<file path="src/rtl/lbus_tx_arbiter.sv">
// lbus_tx_arbiter
// Packet-granular round-robin merge of PORTS LBUS source streams onto one LBUS
// sink. A granted port keeps the sink until its open packet closes on a word
// boundary. One registered output stage; TX_RDY reaches the granted source's
// RX_RDY combinationally.
//
// Ports
//   CLK, RESET                      clock, synchronous active-high reset
//   RX_DATA/ENA/SOP/EOP/ERR/MTY     per-port source words, port i at slice i
//   RX_RDY                          per-port accept (combinational)
//   TX_DATA/ENA/SOP/EOP/ERR/MTY     merged output word (registered)
//   TX_RDY                          sink ready
//   GRANT, GRANT_VLD                granted port index, high while locked
module lbus_tx_arbiter #(
    parameter int unsigned PORTS     = 2,
    parameter int unsigned SEGMENTS  = 4,
    parameter int unsigned SEG_WIDTH = 128,
    localparam int unsigned GW       = (PORTS > 1) ? $clog2(PORTS) : 1
) (
    input  logic                                CLK,
    input  logic                                RESET,
    input  logic [PORTS*SEGMENTS*SEG_WIDTH-1:0] RX_DATA,
    input  logic [PORTS*SEGMENTS-1:0]           RX_ENA,
    input  logic [PORTS*SEGMENTS-1:0]           RX_SOP,
    input  logic [PORTS*SEGMENTS-1:0]           RX_EOP,
    input  logic [PORTS*SEGMENTS-1:0]           RX_ERR,
    input  logic [PORTS*SEGMENTS*4-1:0]         RX_MTY,
    output logic [PORTS-1:0]                    RX_RDY,
    output logic [SEGMENTS*SEG_WIDTH-1:0]       TX_DATA,
    output logic [SEGMENTS-1:0]                 TX_ENA,
    output logic [SEGMENTS-1:0]                 TX_SOP,
    output logic [SEGMENTS-1:0]                 TX_EOP,
    output logic [SEGMENTS-1:0]                 TX_ERR,
    output logic [SEGMENTS*4-1:0]               TX_MTY,
    input  logic                                TX_RDY,
    output logic [GW-1:0]                       GRANT,
    output logic                                GRANT_VLD
);

    localparam int unsigned WW = SEGMENTS * SEG_WIDTH;
    localparam int unsigned MW = SEGMENTS * 4;

    typedef enum logic {
        IDLE   = 1'b0,
        LOCKED = 1'b1
    } state_t;

    state_t             state_q, state_d;
    logic [GW-1:0]      grant_q, grant_d;
    logic [GW-1:0]      rr_q, rr_d;
    logic [GW-1:0]      idx;
    logic               in_pkt_q, in_pkt_d;
    logic               pkt_open;
    logic               found;
    logic [PORTS-1:0]   req;
    logic [WW-1:0]      sel_data;
    logic [SEGMENTS-1:0] sel_ena, sel_sop, sel_eop, sel_err;
    logic [MW-1:0]      sel_mty;
    logic               locked;
    logic               load_en;
    logic               src_xfer;

    assign locked    = (state_q == LOCKED);
    assign load_en   = ~(|TX_ENA) | TX_RDY;
    assign src_xfer  = locked & (|sel_ena) & load_en;
    assign GRANT     = grant_q;
    assign GRANT_VLD = locked;

    // Per-port word valid and the granted port's word
    always_comb begin
        req      = '0;
        sel_data = '0;
        sel_ena  = '0;
        sel_sop  = '0;
        sel_eop  = '0;
        sel_err  = '0;
        sel_mty  = '0;
        for (int unsigned p = 0; p < PORTS; p++) begin
            req[p] = |RX_ENA[p*SEGMENTS +: SEGMENTS];
            if (GW'(p) == grant_q) begin
                sel_data = RX_DATA[p*WW +: WW];
                sel_ena  = RX_ENA[p*SEGMENTS +: SEGMENTS];
                sel_sop  = RX_SOP[p*SEGMENTS +: SEGMENTS];
                sel_eop  = RX_EOP[p*SEGMENTS +: SEGMENTS];
                sel_err  = RX_ERR[p*SEGMENTS +: SEGMENTS];
                sel_mty  = RX_MTY[p*MW +: MW];
            end
        end
    end

    // Only the granted port sees ready, and only when the output can load
    always_comb begin
        RX_RDY = '0;
        for (int unsigned p = 0; p < PORTS; p++) begin
            RX_RDY[p] = locked & (GW'(p) == grant_q) & load_en;
        end
    end

    // Packet-open state after this word: segments in order, SOP before EOP
    always_comb begin
        pkt_open = in_pkt_q;
        for (int unsigned s = 0; s < SEGMENTS; s++) begin
            if (sel_ena[s] & sel_sop[s]) pkt_open = 1'b1;
            if (sel_ena[s] & sel_eop[s]) pkt_open = 1'b0;
        end
    end

    // Next-state logic: round-robin pick in IDLE, release on closed packet
    always_comb begin
        state_d  = state_q;
        grant_d  = grant_q;
        rr_d     = rr_q;
        in_pkt_d = in_pkt_q;
        found    = 1'b0;
        idx      = '0;
        case (state_q)
            IDLE: begin
                for (int unsigned k = 0; k < PORTS; k++) begin
                    idx = GW'((32'(rr_q) + k) % PORTS);
                    if (!found && req[idx]) begin
                        found   = 1'b1;
                        grant_d = idx;
                        state_d = LOCKED;
                    end
                end
            end
            LOCKED: begin
                if (src_xfer) begin
                    in_pkt_d = pkt_open;
                    if (!pkt_open) begin
                        state_d = IDLE;
                        rr_d    = (grant_q == GW'(PORTS - 1)) ? '0 : grant_q + GW'(1);
                    end
                end
            end
            default: state_d = IDLE;
        endcase
    end

    // Arbitration state registers
    always_ff @(posedge CLK) begin
        if (RESET) begin
            state_q  <= IDLE;
            grant_q  <= '0;
            rr_q     <= '0;
            in_pkt_q <= 1'b0;
        end else begin
            state_q  <= state_d;
            grant_q  <= grant_d;
            rr_q     <= rr_d;
            in_pkt_q <= in_pkt_d;
        end
    end

    // Output stage: load on transfer, bubble when empty-and-loadable, else hold
    always_ff @(posedge CLK) begin
        if (RESET) begin
            TX_DATA <= '0;
            TX_ENA  <= '0;
            TX_SOP  <= '0;
            TX_EOP  <= '0;
            TX_ERR  <= '0;
            TX_MTY  <= '0;
        end else if (load_en) begin
            if (src_xfer) begin
                TX_DATA <= sel_data;
                TX_ENA  <= sel_ena;
                TX_SOP  <= sel_sop;
                TX_EOP  <= sel_eop;
                TX_ERR  <= sel_err;
                TX_MTY  <= sel_mty;
            end else begin
                TX_ENA  <= '0;
                TX_SOP  <= '0;
                TX_EOP  <= '0;
                TX_ERR  <= '0;
            end
        end
    end

endmodule

</file>
<file path="config.mk">
export PLATFORM = sky130hd
export DESIGN_NAME = lbus_tx_arbiter
export DESIGN_NICKNAME = d
export VERILOG_FILES = /design/src/rtl/lbus_tx_arbiter.sv
export SDC_FILE = /design/constraint.sdc
export NUM_CORES = 1
export LEC_CHECK = 0
export CAP_MARGIN = 10
export CORE_AREA = 2 2 646 648
export DETAILED_ROUTE_END_ITERATION = 16
export DIE_AREA = 0 0 648 650
export GPL_TIMING_DRIVEN = 0
export HOLD_SLACK_MARGIN = 0.06
export SLEW_MARGIN = 20
export SYNTH_ARGS = -nofsm -noshare
export SYNTH_HDL_FRONTEND = slang
export SYNTH_SLANG_ARGS = --single-unit
</file>
<file path="constraint.sdc">
create_clock -name CLK -period 1.65 [get_ports CLK]
set_input_delay 0.33 -clock CLK [delete_from_list [all_inputs] [get_ports CLK]]
set_output_delay 0.33 -clock CLK [all_outputs]
set_load 0.02 [all_outputs]
</file>
# == Word level (Yosys, flattened, before mapping) ==
# Cells that the tools add are included.
# classes
n_addsub,2
mul,0
div,0
order_cmp,2
n_eq_ne,0
shifts,0
mux,31
bitwise_logic,19
n_reduce_logical,11
# ops
operator,count
512-bit 2-to-1 mux,1
4-bit 2-to-1 mux,8
1-bit 2-to-1 mux,20
16-bit 2-to-1 mux,1
4-bit OR reduction,4
1-bit bitwise AND,14
2-bit AND reduction,3
1-bit by 2-bit < comparator with 1-bit output (second input constant),2
1-bit inverter,4
3-bit AND reduction,1
1-bit adder (second input constant),2
1-bit one-hot mux with 2 select lines,1
2-bit nonzero test,1
1-bit logical AND,1
1-bit logical NOT,1
1-bit OR,1
# word_totals
regBits,548
latchBits,0
mem_bits_rw,0
mem_bits_ro,0
in_bits,1091
out_inout_bits,548
wordCells,75
memories,0

# == Longest topological paths before layout ==
# Gate-level depths: netlist (run 1).
# depth
ltp_word,13
mapped_depth,9
ltp_nobuf,6

# == Worst setup path after synthesis (run 1) ==
# Ideal clock, no wire load.
# synth_path
kind,reg-to-reg
start,register grant_q (netlist: GRANT)
end,register rr_q
setup_ps,137
t_arrival_ps,1804
required_time_ps,1513
path_slack_ps,-291
stages_incl_launch_ff,8
n_path_buf,1
period_less_slack_ps,1941
cell_sequence,dfxtp_1 buf_6 and3b_1 a311o_1 a311oi_1 o211ai_1 o31ai_1 a221oi_2
# synth_between
elab_chain_len,12
elab_cells_between_ends,26
classes_between,1 x add/sub; 12 x mux; 11 x bitwise; 2 x reduce/logical
# synth_lines
item,line,source
from (decl),49,"logic [GW-1:0] grant_q, grant_d;"
from (signal assigned),149,grant_q <= grant_d;
4-bit 2-to-1 mux,80,if (GW'(p) == grant_q) begin
1-bit bitwise AND,103,if (sel_ena[s] & sel_sop[s]) pkt_open = 1'b1;
1-bit 2-to-1 mux,103,
1-bit 2-to-1 mux,104,if (sel_ena[s] & sel_eop[s]) pkt_open = 1'b0;
1-bit 2-to-1 mux,103,
1-bit 2-to-1 mux,104,
1-bit 2-to-1 mux,103,
1-bit 2-to-1 mux,104,
1-bit 2-to-1 mux,103,
1-bit 2-to-1 mux,104,
1-bit inverter (no source line),-,
3-bit AND reduction (no source line),-,
to (signal assigned),150,rr_q <= rr_d;
to (decl),50,"logic [GW-1:0] rr_q, rr_d;"
# Parallel ways exist; a longest one is shown, timed or not.
# A chain may end at the register's enable or synchronous reset.

# == Worst setup path after layout (run 1) ==
# layout_path
start,register grant_q (netlist: GRANT)
end,output port RX_RDY[1]
# layout_between
elab_chain_len,2
# layout_lines
item,line,source
1-bit bitwise AND (2 in a row),95,RX_RDY[p] = locked & (GW'(p) == grant_q) & load_en;
to (decl),28,"output logic [PORTS-1:0] RX_RDY,"
# No other way between the ends.

==> results of run 1 <==
power groups by stage:
stage,logic [uW],registers [uW],clock network (uW)
global placement,26300,16800,0
CTS,27500,16600,20200
floorplan,8080,19100,0
detailed placement,26400,16800,0
global route,36200,18100,20600
finish,34800,17900,19600
per-stage QoR:
step / util, % / setup WS [ns]
6_report: 15.7 / -0.765
5_1_grt: 15.7 / -0.859
2_1_floorplan: - / -0.104
3_5_place_dp: 12.2 / -2.18
4_1_cts: 13.3 / -0.888
3_3_place_gp: 12.1 / -2.90
path summary, 6_finish.rpt:
check | slack, ns | startpoint | depth (start not counted) | endpoint
setup / recovery | -0.76 | GRANT | 6 | RX_RDY[1]
hold / removal | 0.19 | RX_DATA[949] | 3 | TX_DATA[437]
setup reg to reg | -0.73 | GRANT | 12 | TX_DATA[71]
hold reg to reg | 0.50 | TX_DATA[158] | 2 | TX_DATA[158]
worst max-delay path: stages (launching register included):
cell and delay (ns):
dfxtp_4 0.36, buf_12 0.15, buf_16 0.16, buf_16 0.14, buf_16 0.14, and2_4 0.14, buf_6 0.13
flip-flops by register name, indices dropped and copies added, names as in the netlist, 4 cells and up:
register,cells
TX_DATA,512
TX_ENA,4
TX_EOP,4
TX_ERR,4
TX_MTY,16
TX_SOP,4
placed cells by master, fill, tap and decap left out, drive strengths merged, types with 4 or more instances in the layout:
master	synthesis	final
nor2	551	551
inv	2	7
bufinv	0	10
clkdlybuf4s50	0	1091
buf	175	908
dfxtp	548	548
a21oi	5	5
a211oi	529	529
nor3	4	4
diode	0	54
o21ai	4	4
clkbuf	68	278
clkinv	0	12
mux2i	533	533
mux2	12	12
clkinvlp	0	6
a22oi	12	12
synthesized netlist by cell type:
| cell | instances |
|---|---|
| a2bb2oi_1 | 1 |
| nor3_1 | 4 |
| buf_4 | 9 |
| a21oi_1 | 5 |
| mux2_2 | 12 |
| nand3b_1 | 1 |
| nor4_1 | 2 |
| and3b_1 | 2 |
| mux2i_1 | 533 |
| a32oi_1 | 1 |
| a22oi_1 | 12 |
| a31oi_1 | 1 |
| dfxtp_1 | 548 |
| clkbuf_1 | 68 |
| a311oi_1 | 1 |
| buf_2 | 109 |
| a311o_1 | 1 |
| a211oi_1 | 29 |
| a32o_1 | 1 |
| o21ai_0 | 4 |
| and2_1 | 1 |
| inv_1 | 2 |
| nor2_1 | 551 |
| nor3b_1 | 1 |
| nand2_1 | 2 |
| o211ai_1 | 3 |
| a211oi_2 | 500 |
| buf_6 | 57 |
| a21boi_0 | 1 |
| nor2b_1 | 2 |
| nand3_1 | 2 |
| a221oi_2 | 1 |
| o31ai_1 | 1 |
| or4_1 | 1 |
logic make-up after synthesis:
group | Yosys count | share of synthesized area, %
DFF | 548 | 40.9
and+or+nand+nor | 569 | 8.11
muxes | 545 | 20.4
AOI/OAI and AO/OA | 562 | 25.0
buffers and inverters | 245 | 5.65
area by class of cell:
cell class	count	area (um2)	share of cell area (%)
clock inverter	33	468	0.717
antenna	54	135	0.207
buffer	241	2890	4.42
tap	5497	6880	10.5
timing repair buffer	1930	23200	35.6
sequential	548	11900	18.2
multi-input combinational	1676	17400	26.7
inverter	2	7.51	0.0115
clock buffer	109	2380	3.65
layer usage:
metal  track usage (%)  part of all wire (%)  vias up
li1                  -                     -    13200
met3              9.73                    13      797
met5                 0                  0.32        -
met2              30.0                    46     1971
met1              19.4                    37    14900
met4              3.66                   4.0      156
timing repair:
action | CTS | global route
cloned | 3 | 90
pin swaps | 1 | 187
buffers inserted | 19 | 174
gates resized for setup | 632 | 4793
endpoints found under the setup margin | 1094 | 1094
==> flow_metrics.tcl, run 1 <==
set metrics [dict create \
    place_hpwl_um 353000 \
    p_per_area_nw_per_um2 1110 \
    die_w_um 648 \
    cts_buffer_depth 4 \
    synth_area_leaders "dfxtp_1 (41%), a211oi_2 (23%), mux2i_1 (20%), nor2_1 (7.7%), buf_6 (2.4%)" \
    grt_max_degree 12 \
    worst-setup-path-type "flip-flop to output pin" \
    dr.first_iter.drc_count 1852 \
    cts_tree "yes" \
    slew_violations 0 \
    portBuffers 1637 \
    finClkSkew_ns 0.0321 \
    grt_usage_pct 17.8 \
    drt_wl_total_um 401000 \
    syn-cell-area_um2 26800 \
    finalSetupViolCount 692 \
    seq_power_share_pct 24.8 \
    grt_pass1_vias 28500 \
    p_sw_share_pct 39.4 \
    period_minus_slack_ns 2.41 \
    hold-worst-slack_ns 0.189 \
    drive_gt1_share_pct 58.2 \
    grt_pass1_wl_um 450000 \
    antenna_found_initial 340 \
    p_comb_share_pct 48.1 \
    antenna_left 0 \
    failed_checks "setup timing" \
    yosysUniqueCellTypes 34 \
    core_area_um2 415000 \
    synth_top_area_cell "dfxtp_1" \
    hold_violations 0 \
    cts-buffers-inserted 87 \
    slew_headroom_pct 22.3 \
    postCtsHoldBufs 0 \
    fin_setup_tns_ns -352.03 \
    rsz0062_at_grt "yes" \
    peakVddDrop_v 0.000826 \
    leakagePower_uw 0.0219 \
    maxCapViolations 0 \
    netlist_instances 2469 \
    internal-power_uw 43800 \
    ys_seq_area_share_pct 40.9 \
    syn_nets 3560 \
    post-route-period-util_pct 146 \
    power_switching_uw 28500 \
    hp-class "input pin to flip-flop" \
    clock-sinks 548 \
    outcome "finished, violations left" \
    dieArea_um2 421000 \
    wl_per_cell_um 39.7 \
    critPathCaptureType "output pin" \
    nets 5577 \
    worst_pin_slew_ns 1.17 \
    dr_total_vias 31000 \
    yosysTopAreaCellShare_pct 40.9 \
    cts.clk_slew.worst_paths_ns 0.06 \
    root_buffer "clkbuf_16" \
    htreeDepth 3 \
    num_rows 237 \
    cp.required_ns 1.32 \
    critPathLaunchType "flip-flop" \
    io_pins 1639 \
    fin_cells 10100 \
    syn_to_final_growth_pct 143 \
    finalInstanceArea_um2 65300 \
    p_clk_share_pct 27.1 \
    dp.cells 9611 \
    start_util_pct 6.47 \
    yosys_register_bits 548 \
    dieHeight_um 650 \
    cp.arrival_ns 2.08 \
    power.total_uw 72300 \
    worstPathMaxFanout 6 \
    insertion_delay_ns 0.83 \
    fillers 46100 \
    place_area_um2 50400 \
    gp_congestion 0.998 \
    finalWorstSetupSlack_ns -0.765 \
    drt_pass1_iterations 4 \
    via_per_inst 3.07 \
    drc 0 \
    yosys_warnings 0 \
    syn_avg_cell_area_um2 10.9 \
    grt_overflow 0 \
    fmax_mhz 414 \
]
Power figures use the tool's default switching activity.
==> run 2: changes to the inputs <==
--- a/config.mk
+++ b/config.mk
@@ -6,12 +6,12 @@
 export NUM_CORES = 1
 export LEC_CHECK = 0
 export CAP_MARGIN = 10
-export CORE_AREA = 2 2 646 648
+export CORE_AREA = 2 2 630 632
 export DETAILED_ROUTE_END_ITERATION = 16
-export DIE_AREA = 0 0 648 650
+export DIE_AREA = 0 0 632 634
 export GPL_TIMING_DRIVEN = 0
 export HOLD_SLACK_MARGIN = 0.06
-export SLEW_MARGIN = 20
+export SLEW_MARGIN = 10
 export SYNTH_ARGS = -nofsm -noshare
 export SYNTH_HDL_FRONTEND = slang
 export SYNTH_SLANG_ARGS = --single-unit
==> constraint.sdc (replaced) <==
create_clock -name CLK -period 2.3 [get_ports CLK]
set_input_delay 0.46 -clock CLK [delete_from_list [all_inputs] [get_ports CLK]]
set_output_delay 0.46 -clock CLK [all_outputs]
set_load 0.02 [all_outputs]
==> run 2 against run 1 <==
Compared with the run above: the flow still finishes with violations (setup timing); combinational power decreased by 40%; worst setup slack gained 0.59 ns; cell count down 4.3%; sequential cell count unchanged; via count is 2.4% lower; final area down 11%; clock skew up 0.010 ns; critical path type is now flip-flop to flip-flop.
==> flow_metrics.tcl, run 2 (same netlist as run 1, synthesis figures left out) <==
set metrics [dict create \
    outcome "finished, violations left" \
    failed_checks "setup timing" \
    top_register "TX_DATA" \
    rrSetupSlack_ns -0.18 \
    cts-buffers-inserted 78 \
    fin_cells 9655 \
    antenna_found_initial 300 \
    regArea_um2 11000 \
    peakVddDrop_v 0.000546 \
    critPathCaptureType "flip-flop" \
    dieArea_um2 401000 \
    fin_setup_tns_ns -19.69 \
    timing.reg2reg.worst_path_depth 6 \
    grt_pass1_wl_um 418000 \
    finalSetupViolCount 360 \
    worstPathMaxFanout 10 \
    slew_violations 0 \
    io_pins 1639 \
    dr_total_vias 30300 \
    leakagePower_uw 0.0220 \
    grt_pass1_vias 27700 \
    postCtsHoldBufs 0 \
    cts_tree "yes" \
    cts.clk_slew.worst_paths_ns 0.06 \
    r2r-end "TX_DATA[30]" \
    finClkSkew_ns 0.0422 \
    drc 0 \
    core_area_um2 394000 \
    grt_max_degree 20 \
    p_per_area_nw_per_um2 791 \
    cp.arrival_ns 3.11 \
    finalInstanceArea_um2 58000 \
    startpoint "GRANT" \
    grt_usage_pct 17.2 \
    insertion_delay_ns 0.78 \
    largest_registers "TX_DATA (512), TX_MTY (16)" \
    place_hpwl_um 327000 \
    critPathLaunchType "flip-flop" \
    dp.cells 9353 \
    worstReg2RegStart "GRANT" \
    drive_gt1_share_pct 28.6 \
    via_per_inst 3.13 \
    wl_per_cell_um 38.3 \
    start_util_pct 6.81 \
    mostFrequentLayoutCell "clkdlybuf4s50_1" \
    nets 5395 \
    min_from "RX_DATA[82]" \
    crit_path_top_delay_cell "mux2i_1" \
    syn_to_final_growth_pct 116 \
    worst_pin_slew_ns 1.27 \
    largest_reg_flops 512 \
    drt_wl_total_um 370000 \
    antenna_left 0 \
    hold_end "TX_DATA[82]" \
    multi_input_area_um2 15900 \
    place_area_um2 49900 \
    dr.first_iter.drc_count 2338 \
    power.total_uw 45800 \
    rsz0062_at_grt "yes" \
    post-route-period-util_pct 108 \
    num_rows 231 \
    max_stage_delay_ns 0.81 \
    portBuffers 1637 \
    hold_violations 0 \
    slew_headroom_pct 15.0 \
    root_buffer "clkbuf_16" \
    dieHeight_um 634 \
    fmax_mhz 403 \
    cp.required_ns 2.94 \
    htreeDepth 3 \
    mostFrequentLayoutCells "clkdlybuf4s50_1 (1250), dfxtp_1 (545), a211oi_2 (525)" \
    clock-sinks 548 \
    gp_congestion 1.06 \
    fillers 44500 \
    period_minus_slack_ns 2.48 \
    die_w_um 632 \
    place_ws_ns -1.55 \
    grt_overflow 0 \
    maxCapViolations 0 \
    worstPathCellList "buf_8 > buf_16 > buf_4 > buf_2 > mux2i_1 > a211oi_2" \
    drt_pass1_iterations 5 \
    hp-class "input pin to flip-flop" \
    finalWorstSetupSlack_ns -0.179 \
    whs_path_depth 3 \
    worst-setup-path-type "flip-flop to flip-flop" \
    cts_buffer_depth 4 \
]
## run 2: through the flow
step	util, %	hold WS [ns]
floorplan	-	0.468
global placement	12.6	0.482
detailed placement	12.7	0.487
CTS	13.6	0.236
global route	14.7	0.316
finish	14.7	0.345
## run 2: what timing repair did
| item | in CTS | in global routing |
|---|---|---|
| cloned | 1 | 74 |
| endpoints found under the setup margin | 970 | 833 |
| resized for setup | 420 | 783 |
| setup buffers | 10 | 33 |
| pin swaps | 1 | 49 |
## run 2: area by class of cell
type                       instances  share of cell area, %
timing repair buffer            1758                   33.0
multi-input combinational       1676                   27.5
sequential                       548                   18.9
tap                             5242                   11.3
buffer                           240                   4.46
clock buffer                     108                   3.88
clock inverter                    26                  0.626
antenna                           55                  0.237
inverter                           2                 0.0130
## run 2: critical path: cells and delay by family (launching register included)
kind	cells	cell delay [ns]
buffers and inverters	4	0.95
AOI/OAI and AO/OA	1	0.17
DFF	1	0.38
muxes	1	0.81
## run 2: power breakdown
group          internal (uW)  leakage [uW]  total (uW)  switching [uW]
combinational           8710        0.0162       20900           12200
sequential             11000       0.00454       12000            1010
clock                   7620       0.00128       12900            5320
## run 2: worst max-delay path by stage
stage | to | slack, ns | depth (start not counted)
2_1_floorplan | RX_RDY[1] | 0.31 | 5
3_3_place_gp | TX_DATA[22] | -2.42 | 6
3_5_place_dp | TX_DATA[258] | -1.55 | 6
4_1_cts | TX_DATA[234] | -0.26 | 8
5_1_grt | RX_RDY[1] | -0.26 | 5
6_report | TX_DATA[30] | -0.18 | 6
## run 2: metal layers
metal | wire length [um] | track usage (%) | part of all wire, %
met5 | 1110 | 0.882 | 0.30
met4 | 15500 | 5.07 | 4.2
met3 | 48100 | 9.35 | 13
met2 | 168000 | 28.4 | 45
met1 | 137000 | 18.7 | 37
